==> src/rtl/core_pkg.sv <==
// Shared types and constants for the instruction fetch front end.
package core_pkg;

  // One buffered instruction together with the PC it was fetched from.
  typedef struct packed {
    logic [31:0] instr;
    logic [31:0] pc;
  } fetch_entry_t;

  typedef enum logic [1:0] {
    BOOT,
    FETCH,
    WAIT_GNT
  } fetch_state_t;

  localparam logic [31:0] NOP_INSTR = 32'h0000_0013;
  localparam logic [31:0] PC_INC    = 32'd4;

endpackage

==> src/rtl/prefetch_fifo.sv <==
// Small circular FIFO holding fetched instructions; the head is read straight
// from the storage registers, so a pushed entry is visible one cycle later.
module prefetch_fifo
  import core_pkg::*;
#(
  parameter int unsigned DEPTH = 4
) (
  input  logic                     clk,
  input  logic                     rst,
  input  logic                     push,
  input  logic                     pop,
  input  logic                     flush,
  input  fetch_entry_t             pushData,
  output fetch_entry_t             headData,
  output logic                     full,
  output logic                     empty,
  output logic [$clog2(DEPTH):0]   count
);

  localparam int unsigned PTR_W = $clog2(DEPTH);
  localparam int unsigned CNT_W = PTR_W + 1;

  fetch_entry_t      mem [DEPTH];
  logic [PTR_W-1:0]  wrPtr;
  logic [PTR_W-1:0]  rdPtr;
  logic              doPush;
  logic              doPop;

  assign full     = (count == CNT_W'(DEPTH));
  assign empty    = (count == '0);
  assign doPush   = push && (!full || pop) && !flush;
  assign doPop    = pop && !empty && !flush;
  assign headData = mem[rdPtr];

  // Storage write; no reset needed, contents are only observed while valid.
  always_ff @(posedge clk) begin
    if (doPush) begin
      mem[wrPtr] <= pushData;
    end
  end

  // Pointer and occupancy tracking; flush empties the queue at once.
  always_ff @(posedge clk or posedge rst) begin
    if (rst) begin
      wrPtr <= '0;
      rdPtr <= '0;
      count <= '0;
    end else if (flush) begin
      wrPtr <= '0;
      rdPtr <= '0;
      count <= '0;
    end else begin
      if (doPush) begin
        wrPtr <= wrPtr + PTR_W'(1);
      end
      if (doPop) begin
        rdPtr <= rdPtr + PTR_W'(1);
      end
      count <= count + CNT_W'(doPush) - CNT_W'(doPop);
    end
  end

endmodule

==> src/rtl/fetch_prefetch_buffer.sv <==
// Instruction prefetch buffer: issues word fetches over a req/gnt/rvalid bus,
// buffers responses with their PC and presents one instruction per cycle.
// Handles Execute redirects by flushing and discarding stale responses.
// Optional: define PREFETCH_STATS_EN to add fetched/discarded counters.
module fetch_prefetch_buffer
  import core_pkg::*;
#(
  parameter int unsigned DEPTH     = 4,
  parameter int unsigned MAX_OUTST = 2,
  parameter logic [31:0] RESET_PC  = 32'h0000_0000
) (
  input  logic        clk,
  input  logic        rst_n,
  input  logic        redirect_i,
  input  logic [31:0] redirect_pc_i,
  input  logic        instr_ready_i,
  output logic        instr_valid_o,
  output logic [31:0] instr_o,
  output logic [31:0] pc_o,
  output logic [31:0] pc_plus4_o,
  output logic        imem_req_o,
  output logic [31:0] imem_addr_o,
  input  logic        imem_gnt_i,
  input  logic        imem_rvalid_i,
  input  logic [31:0] imem_rdata_i
`ifdef PREFETCH_STATS_EN
  ,
  output logic [31:0] stat_fetched_o,
  output logic [31:0] stat_discarded_o
`endif
);

  localparam int unsigned FIFO_CW = $clog2(DEPTH) + 1;
  // Wide enough for stale responses piling up across back-to-back redirects.
  localparam int unsigned OUT_W   = 16;

  fetch_state_t        state;
  fetch_state_t        stateNext;
  logic [31:0]         fetchPc;
  logic [31:0]         heldAddr;
  logic [31:0]         rspPc;
  logic [31:0]         targetPc;
  logic                doomed;
  logic [OUT_W-1:0]    outstanding;
  logic [OUT_W-1:0]    discardCnt;
  logic [OUT_W-1:0]    inUse;
  logic                creditOk;
  logic                grantFire;
  logic                grantStale;
  logic                rspDrop;
  logic                rspKeep;
  logic                fifoPop;
  logic                fifoFull;
  logic                fifoEmpty;
  logic [FIFO_CW-1:0]  fifoCount;
  fetch_entry_t        pushEntry;
  fetch_entry_t        headEntry;

  assign targetPc   = redirect_pc_i & ~32'h0000_0003;
  assign inUse      = OUT_W'(fifoCount) + outstanding;
  assign creditOk   = !fifoFull && (inUse < OUT_W'(DEPTH)) &&
                      (outstanding < OUT_W'(MAX_OUTST));
  assign grantFire  = imem_req_o && imem_gnt_i;
  // A grant is stale if a redirect lands with it or hit its held request earlier.
  assign grantStale = grantFire && (redirect_i || ((state == WAIT_GNT) && doomed));
  assign rspDrop    = imem_rvalid_i && (redirect_i || (discardCnt != '0));
  assign rspKeep    = imem_rvalid_i && !rspDrop;
  assign fifoPop    = instr_valid_o && instr_ready_i;
  assign pushEntry  = '{instr: imem_rdata_i, pc: rspPc};

  // FSM state register.
  always_ff @(posedge clk or posedge rst_n) begin
    if (rst_n) begin
      state <= BOOT;
    end else begin
      state <= stateNext;
    end
  end

  // FSM next-state logic.
  always_comb begin
    stateNext = state;
    case (state)
      BOOT:     stateNext = FETCH;
      FETCH:    if (imem_req_o && !imem_gnt_i) stateNext = WAIT_GNT;
      WAIT_GNT: if (imem_gnt_i) stateNext = FETCH;
      default:  stateNext = BOOT;
    endcase
  end

  // FSM outputs: request whenever credit allows; a waiting request is held.
  always_comb begin
    imem_req_o  = 1'b0;
    imem_addr_o = fetchPc;
    case (state)
      FETCH: begin
        imem_req_o = creditOk;
      end
      WAIT_GNT: begin
        imem_req_o  = 1'b1;
        imem_addr_o = heldAddr;
      end
      default: begin
        imem_req_o = 1'b0;
      end
    endcase
  end

  // Held-request bookkeeping: remember its address and whether a redirect doomed it.
  always_ff @(posedge clk or posedge rst_n) begin
    if (rst_n) begin
      heldAddr <= '0;
      doomed   <= 1'b0;
    end else if ((state == FETCH) && imem_req_o && !imem_gnt_i) begin
      heldAddr <= fetchPc;
      doomed   <= redirect_i;
    end else if (state == WAIT_GNT) begin
      if (imem_gnt_i) begin
        doomed <= 1'b0;
      end else if (redirect_i) begin
        doomed <= 1'b1;
      end
    end
  end

  // Fetch/response PCs and in-flight accounting; redirect overrides all else.
  always_ff @(posedge clk or posedge rst_n) begin
    if (rst_n) begin
      fetchPc     <= RESET_PC;
      rspPc       <= RESET_PC;
      outstanding <= '0;
      discardCnt  <= '0;
    end else if (redirect_i) begin
      fetchPc     <= targetPc;
      rspPc       <= targetPc;
      outstanding <= '0;
      discardCnt  <= discardCnt + outstanding + OUT_W'(grantFire) - OUT_W'(imem_rvalid_i);
    end else begin
      if (grantFire && !grantStale) begin
        fetchPc <= fetchPc + PC_INC;
      end
      if (rspKeep) begin
        rspPc <= rspPc + PC_INC;
      end
      outstanding <= outstanding + OUT_W'(grantFire && !grantStale) - OUT_W'(rspKeep);
      discardCnt  <= discardCnt + OUT_W'(grantStale) - OUT_W'(rspDrop);
    end
  end

  prefetch_fifo #(
    .DEPTH (DEPTH)
  ) u_fifo (
    .clk      (clk),
    .rst      (rst_n),
    .push     (rspKeep),
    .pop      (fifoPop),
    .flush    (redirect_i),
    .pushData (pushEntry),
    .headData (headEntry),
    .full     (fifoFull),
    .empty    (fifoEmpty),
    .count    (fifoCount)
  );

  // Head presentation; fields read as zero while nothing is valid.
  always_comb begin
    instr_valid_o = !fifoEmpty;
    instr_o       = '0;
    pc_o          = '0;
    pc_plus4_o    = '0;
    if (!fifoEmpty) begin
      instr_o    = headEntry.instr;
      pc_o       = headEntry.pc;
      pc_plus4_o = headEntry.pc + PC_INC;
    end
  end

`ifdef PREFETCH_STATS_EN
  // Wrapping counters of responses pushed and responses dropped.
  always_ff @(posedge clk or posedge rst_n) begin
    if (rst_n) begin
      stat_fetched_o   <= '0;
      stat_discarded_o <= '0;
    end else begin
      stat_fetched_o   <= stat_fetched_o + 32'(rspKeep);
      stat_discarded_o <= stat_discarded_o + 32'(rspDrop);
    end
  end
`endif

endmodule

==> config.mk <==
export PLATFORM = sky130hd
export DESIGN_NAME = fetch_prefetch_buffer
export DESIGN_NICKNAME = d
export VERILOG_FILES = /design/src/rtl/core_pkg.sv /design/src/rtl/prefetch_fifo.sv /design/src/rtl/fetch_prefetch_buffer.sv
export SDC_FILE = /design/constraint.sdc
export NUM_CORES = 1
export LEC_CHECK = 0
export CAP_MARGIN = 10
export CORE_MARGIN = 10
export CORE_UTILIZATION = 52
export CTS_BUF_LIST = sky130_fd_sc_hd__clkbuf_16
export DETAILED_ROUTE_END_ITERATION = 6
export GPL_TIMING_DRIVEN = 0
export PLACE_DENSITY_LB_ADDON = 0.25
export SLEW_MARGIN = 20
export SYNTH_ARGS = -nofsm -noshare
export SYNTH_HDL_FRONTEND = slang
export SYNTH_SLANG_ARGS = --single-unit
==> constraint.sdc <==
create_clock -name clk -period 5.16 [get_ports clk]
set_clock_uncertainty 0.2 [all_clocks]
set_input_delay 1.032 -clock clk [delete_from_list [all_inputs] [get_ports clk]]
set_output_delay 1.032 -clock clk [all_outputs]
set_load 0.05 [all_outputs]
Word-level counts from Yosys, hierarchy flattened
Memory sizes are Yosys's and may differ from the RTL's. Index checks and enable logic that the tools add are counted.

Register bits: 138. Latch bits: 0. RAM bits: 256. Bits in read-only memories: 0. Word-level logic and storage cells: 94. Memories: 1.

Add/sub/neg operators: 15. Multipliers: 0. Divide/modulo/power cells: 0. $lt $le $gt $ge: 2. Eq/ne operators: 5. Shift operators: 0. Mux-type cells: 25. Bitwise gates (word level): 0. Reduce and logical (&&, ||, !) cells: 36.

Memory list: u_fifo.mem (words 4, bits a word 64, rd ports 1, clocked after memory_dff 0, wr ports 1, line prefetch_fifo.sv:23) `fetch_entry_t mem [DEPTH];`.

Operators by type and width (count): $mux 32 (8); $add 32x3->32 const B (3); $add 16x1->16 (3); $sub 16x1->16 (3); $mux 16 (2); $add 16x16->16 (1); $add 3x16->16 (1); $logic_and 1x1->1 (16); $lt 16x2->1 const B (1); $lt 16x3->1 const B (1); $reduce_bool 16->1 (1); $mux 2 (6); $reduce_bool 2->1 (5); $logic_not 1->1 (6); $mux 1 (6); $pmux 2 s3 (1); $add 2x1->2 const B (2); $ne 2x2->1 const B (2); $reduce_and 2->1 (2); $add 3x1->3 (1); $eq 3x3->1 const B (1); $logic_not 3->1 (1); $logic_or 1x1->1 (3); $mux 3 (1); other kinds (6) (6).

Depth between registers and ports, before layout
Word-level depth: 12. Depth in mapped cells: 23.

By module
Synthesis repeated with hierarchy kept, for this count alone.

Cell total of the unflattened synthesis: 1579. Area total of the unflattened synthesis: 20300.7 µm².

Modules (own cells, without submodules): fetch_prefetch_buffer (instances 1, cells an instance 1197, area each 10568.9 µm², seq. area each 3128.0 µm²); prefetch_fifo (instances 1, cells an instance 382, area each 9731.8 µm², seq. area each 7862.5 µm²).

Least setup slack after synthesis
OpenSTA, ideal clock, no wires.

Path type: reg-to-reg. From: reg u_fifo.count[2]. To: reg discardCnt[14]. Setup time: 139 ps. Data arrival time: 5453 ps. Data required time: 4821 ps. Setup slack: -631 ps. Cell stages (with the launch flop): 23. Buffers on the path: 0. Clock period less this slack: 5791 ps. Cells stage by stage: dfrtp_1 -> ha_1 -> a21oi_4 -> a21oi_2 -> a311o_1 -> a311oi_2 -> a31oi_1 -> nor2_1 -> nand2_1 -> or2_2 -> ha_1 -> inv_1 -> ha_1 -> inv_1 -> fa_1 -> nor2b_1 -> o311ai_0 -> a21oi_1 -> a211oi_1 -> o211ai_1 -> a41oi_1 -> xor2_1 -> mux2i_1.

Longest elaborated chain between the ends: 10. Elaborated cells on any way between the ends: 14. Classes of those cells: add/sub (5); order compare (1); eq/ne (1); mux (2); reduce/logical (5).

Ends and longest elaborated chain: start: declaration (line prefetch_fifo.sv:17) `output logic [$clog2(DEPTH):0] count`; start signal: assignment (line prefetch_fifo.sv:59) `count <= count + CNT_W'(doPush) - CNT_W'(doPop);`; $add 3x16->16 or $eq 3x3->1 (tied branches) (line fetch_prefetch_buffer.sv:60, prefetch_fifo.sv:29); $lt 16x3->1 or $logic_not 1->1 (tied branches) (line fetch_prefetch_buffer.sv:61) `assign creditOk = !fifoFull && (inUse < OUT_W'(DEPTH)) &&`; $logic_and 1x1->1 (*) (2 in series) (line fetch_prefetch_buffer.sv:61); $pmux 1 s2 (*) (line fetch_prefetch_buffer.sv:95) `case (state)`; named net imem_req_o (line fetch_prefetch_buffer.sv:21) `output logic imem_req_o,`; $logic_and 1x1->1 (*) (line fetch_prefetch_buffer.sv:63) `assign grantFire = imem_req_o && imem_gnt_i;`; $logic_and 1x1->1 (line fetch_prefetch_buffer.sv:65) `assign grantStale = grantFire && (redirect_i || ((state == WAIT_GNT) && doomed));`; $add 16x1->16 (line fetch_prefetch_buffer.sv:146) `discardCnt <= discardCnt + OUT_W'(grantStale) - OUT_W'(rspDrop);`; $sub 16x1->16 (line fetch_prefetch_buffer.sv:146); $mux 16 (*) (line fetch_prefetch_buffer.sv:133) `end else if (redirect_i) begin`; end signal: assignment (line fetch_prefetch_buffer.sv:137) `discardCnt <= discardCnt + outstanding + OUT_W'(grantFire) - OUT_W'(imem_rvalid_i);`; end signal: assignment (line fetch_prefetch_buffer.sv:146); end: declaration (line fetch_prefetch_buffer.sv:45) `logic [OUT_W-1:0] discardCnt;`.

The timed path passes the listed nets; every way through them passes the cells marked *. A chain may end at the register's enable or synchronous reset.

Worst setup path after layout
From: reg u_fifo.count[2]. To: reg discardCnt[14].

Longest elaborated chain between the ends: 10. Elaborated cells on any way between the ends: 14. Classes of those cells: add/sub (5); order compare (1); eq/ne (1); mux (2); reduce/logical (5).

Ends and longest elaborated chain (line): $add 3x16->16 or $eq 3x3->1 (tied branches) (fetch_prefetch_buffer.sv:60, prefetch_fifo.sv:29); $lt 16x3->1 or $logic_not 1->1 (tied branches) (fetch_prefetch_buffer.sv:61); $logic_and 1x1->1 (*) (2 in series) (fetch_prefetch_buffer.sv:61); $pmux 1 s2 (*) (fetch_prefetch_buffer.sv:95); $logic_and 1x1->1 (*) (fetch_prefetch_buffer.sv:63); $logic_and 1x1->1 (fetch_prefetch_buffer.sv:65); $add 16x1->16 (fetch_prefetch_buffer.sv:146); $sub 16x1->16 (fetch_prefetch_buffer.sv:146); $mux 16 (*) (fetch_prefetch_buffer.sv:133).

Every way passes the cells marked *; elsewhere a longest branch is shown, timed or not.

==> impl_results.md <==
* # setup viols final at 0
* Later-pin clock latency in the skew report at 0.56 ns
* Port Buf Inserts at 190
* Pins Over Slew Limit at 0
* Status: finished clean
* CP required at 5.37 ns
* Worst R2R Path Depth at 23
* CTS max path bufs at 3
* Slew HR at roughly 24%
* Post-synthesis cell type count at 73
* Simple-gate share of the synthesized area at 12.8%
* CORE AREA at 37800 um^2
* CP endpoint kind: flop
* Cts bufs inserted at 40
* Mean routed wirelength per cell at 21.2 um
* Post-synth top area cell: edfxtp_1
* IO Count at 200
* Clock H-tree levels at 2
* DP Area at 22700 um^2
* Initial antenna violation count at 0
* Initial DRT Pass Iterations at 6
* FP Rows at 71
* Critical-path top delay cell: dfrtp_2
* Iter 0 DRT Violations at 1092
* Mux cell area share after synthesis at 11.0%
* Crit path depth at 23
* Synth Register Bits at 380
* Worst-Margin Slew at 1.14 ns
* Leakage power at 0.00917 uW
* Overall power at 12400 uW
* Core Util, Final at 64.4%
* Nets@finish at 2039
* Critical path buffer and inverter count at 3
* Post-route cell area at 24300 um^2
* Synth Area in Adders at 7.02%
* Arr. time, crit path at around 5.3 ns
* GRT Util Overall at 21.4%
* Reg-to-Reg Start: u_fifo.count[2]$_DFF_PP0_
* Placed wire-length estimate at 36300 um
* Chip Width at 216 um
* Max Freq at 198 MHz
* Hold Path Depth at 1
* Unrepaired setup endpoints after global routing: yes
* Hold_buf cts at 0
* Peak VDD IR at 0.000293 V
* Largest net degree at the start of global routing at 86
* Count leader, synth: edfxtp_1
* Compound-gate portion of the synthesized area at 7.84%
* Post-synth top cells: edfxtp_1, dfrtp_1, nor2_1
* Setup crit start kind: flop
* Largest family of logic cells by synthesized area: simple AND/OR/NAND/NOR gates
* Share of the synthesized area in the top cell type at between 30 and 40%
* Vias in the first global route at 13800
* Critical Path Sink: discardCnt[14]$_DFF_PP0_
* Avg Cell Area, Syn at ~12 um^2
* Hold Violations, Final at 0
* CP cell instances: ha_4 > a21oi_4 > a21oi_4 > a311o_1 > a311oi_4 > buf_6 > a31oi_4 > nor2_4 > nand2_2 > or2_4 > ha_4 > inv_1 > ha_2 > inv_2 > fa_2 > nor2b_4 > o311ai_4 > a21oi_2 > a211oi_2 > o211ai_1 > a41oi_2 > xor2_1 > mux2i_1
* Critical Path Fanout Max at 5
* Min Tclk post-route at 5.05 ns
* First-pass GRT wire length at 79300 um
* Synth area leaders: edfxtp_1, dfrtp_1, mux4_2
* Critical Path Source: u_fifo.count[2]$_DFF_PP0_
* R2r setup slk at ~0.11 ns
* Slack of the critical path at between 0.1 and 0.15 ns
* Post-synth EDFFs at 248
* Period utilization at 97.8%
* Drt drc at 0
* GRT overflow at 0
* CP peak stage delay at between 0.4 and 0.5 ns
* Top FF cell, synth: edfxtp_1
* Chip Height at between 200 and 250 um
* Mapped Cells at 1599
* Ant. Diodes at 0
* CTS Sinks at 380
* Post-Route WL at 51000 um
* Vias post-DR at 14000
* Effective utilization at floorplan at 52.9%
* Cell family with most CP delay: compound AO/OA/AOI/OAI gates
* Hold WC Path Type: reg2reg
* Max cap viols at 0
* TritonCTS clock tree: built
* Clock-pin slew on the worst setup and hold paths at 0.07 ns
* Clk root buf: clkbuf_16
* Fraction of registers with async set/reset at 34.7%
* Number of synthesis warnings at 0
* Worst R2R End: discardCnt[14]$_DFF_PP0_
* Mapped Area at 20000 um^2
* GP Congestion at 0.927
* Die ar. at 46600 um^2
* Power Dens Cells at 509 nW/um^2
* Post-synthesis sequential area ratio at 53.8%
* Synth-to-Final Area Change at 21.7%
* Setup WS pre-CTS at -0.872 ns
* Vias per inst at 5.84
* Post-Synth XOR/XNOR Area at 3.99%
* Post-route ant nets at 0
* Share of layout cells above drive strength 1 at 16.1%
* Setup CP Type: reg2reg
metrics by stage:
stage / cells / hold slack (ns) / setup TNS [ns]
6_report: 2402 / 0.296 / 0
5_1_grt: 2402 / 0.322 / -0.302
4_1_cts: 2388 / 0.305 / -0.152
3_5_place_dp: 2310 / 0.290 / -8.38
3_3_place_gp: 2305 / 0.268 / -591.66
2_1_floorplan: 1604 / 0.252 / 0
cells in the final DEF, fill, tap and decap left out, drive strengths merged, types with 11 or more instances in the layout:
cell           count
xnor2             54
clkinv            20
nand2             95
nor3              27
inv              113
ha               104
edfxtp           248
mux2              59
nand4             28
nand3             46
nor2             107
a31oi             14
nor2b             12
mux4              62
and3              25
o21ai             58
buf               52
clkbuf            85
o211ai            12
mux2i             13
clkdlybuf4s50    174
nor4              11
a21oi             58
or3               15
and2              71
xor2              37
a211oi            11
dfrtp            132
nand2b            20
flip-flops by register name (all words and copies together), names as in the netlist:
| register | flops |
|---|---|
| state | 2 |
| fetchPc | 30 |
| heldAddr | 30 |
| doomed | 1 |
| u_fifo.wrPtr | 2 |
| u_fifo.rdPtr | 2 |
| u_fifo.count | 3 |
| outstanding | 16 |
| rspPc | 30 |
| discardCnt | 16 |
| u_fifo.mem | 248 |
what timing repair did:
item,4_1_cts,5_1_grt
setup endpoints to repair,55,51
buffers inserted,5,16
gates resized for setup,47,44
pin swaps,7,24
layout make-up:
| class | instances | area [um^2] |
|---|---|---|
| Fill cell | 2819 | 13500 |
| Sequential cell | 380 | 10800 |
| Multi-Input combinational cell | 1052 | 8770 |
| Timing Repair Buffer | 216 | 2180 |
| Clock buffer | 40 | 1000 |
| Tap cell | 511 | 639 |
| Inverter | 105 | 402 |
| Buffer | 65 | 318 |
| Clock inverter | 33 | 235 |
logic make-up after synthesis:
| logic type | after synthesis |
|---|---|
| buffers and inverters | 172 |
| DFF | 380 |
| muxes | 134 |
| and+or+nand+nor | 488 |
| AOI/OAI and AO/OA | 224 |
| other | 1 |
| xor gates and xnor gates | 91 |
| adders and majority gates | 109 |
power by group:
group / internal (uW) / switching [uW] / leakage, uW / total (uW)
sequential: 3520 / 229 / 0.00386 / 3750
clock: 1530 / 1230 / 0.000630 / 2760
combinational: 2370 / 3500 / 0.00468 / 5870
total: 7420 / 4960 / 0.00917 / 12400
metal layers:
layer	GRT usage (%)	up-vias	part of all wire, %
met5	0	-	0
li1	-	6397	-
met2	34.3	559	47
met1	28.9	6967	43
met3	4.52	94	7.2
met4	6.29	0	2.6
worst min-delay path by stage:
| stage | start | to | slack [ns] |
|---|---|---|---|
| after floorplan | heldAddr[5]$_DFFE_PP0P_ | heldAddr[5]$_DFFE_PP0P_ | 0.25 |
| after global placement | heldAddr[5]$_DFFE_PP0P_ | heldAddr[5]$_DFFE_PP0P_ | 0.27 |
| after detailed placement | heldAddr[4]$_DFFE_PP0P_ | heldAddr[4]$_DFFE_PP0P_ | 0.29 |
| after CTS | heldAddr[4]$_DFFE_PP0P_ | heldAddr[4]$_DFFE_PP0P_ | 0.30 |
| after global routing | heldAddr[11]$_DFFE_PP0P_ | heldAddr[11]$_DFFE_PP0P_ | 0.32 |
| final | heldAddr[4]$_DFFE_PP0P_ | heldAddr[4]$_DFFE_PP0P_ | 0.30 |
Note: power is estimated with default switching activity, not from simulation.
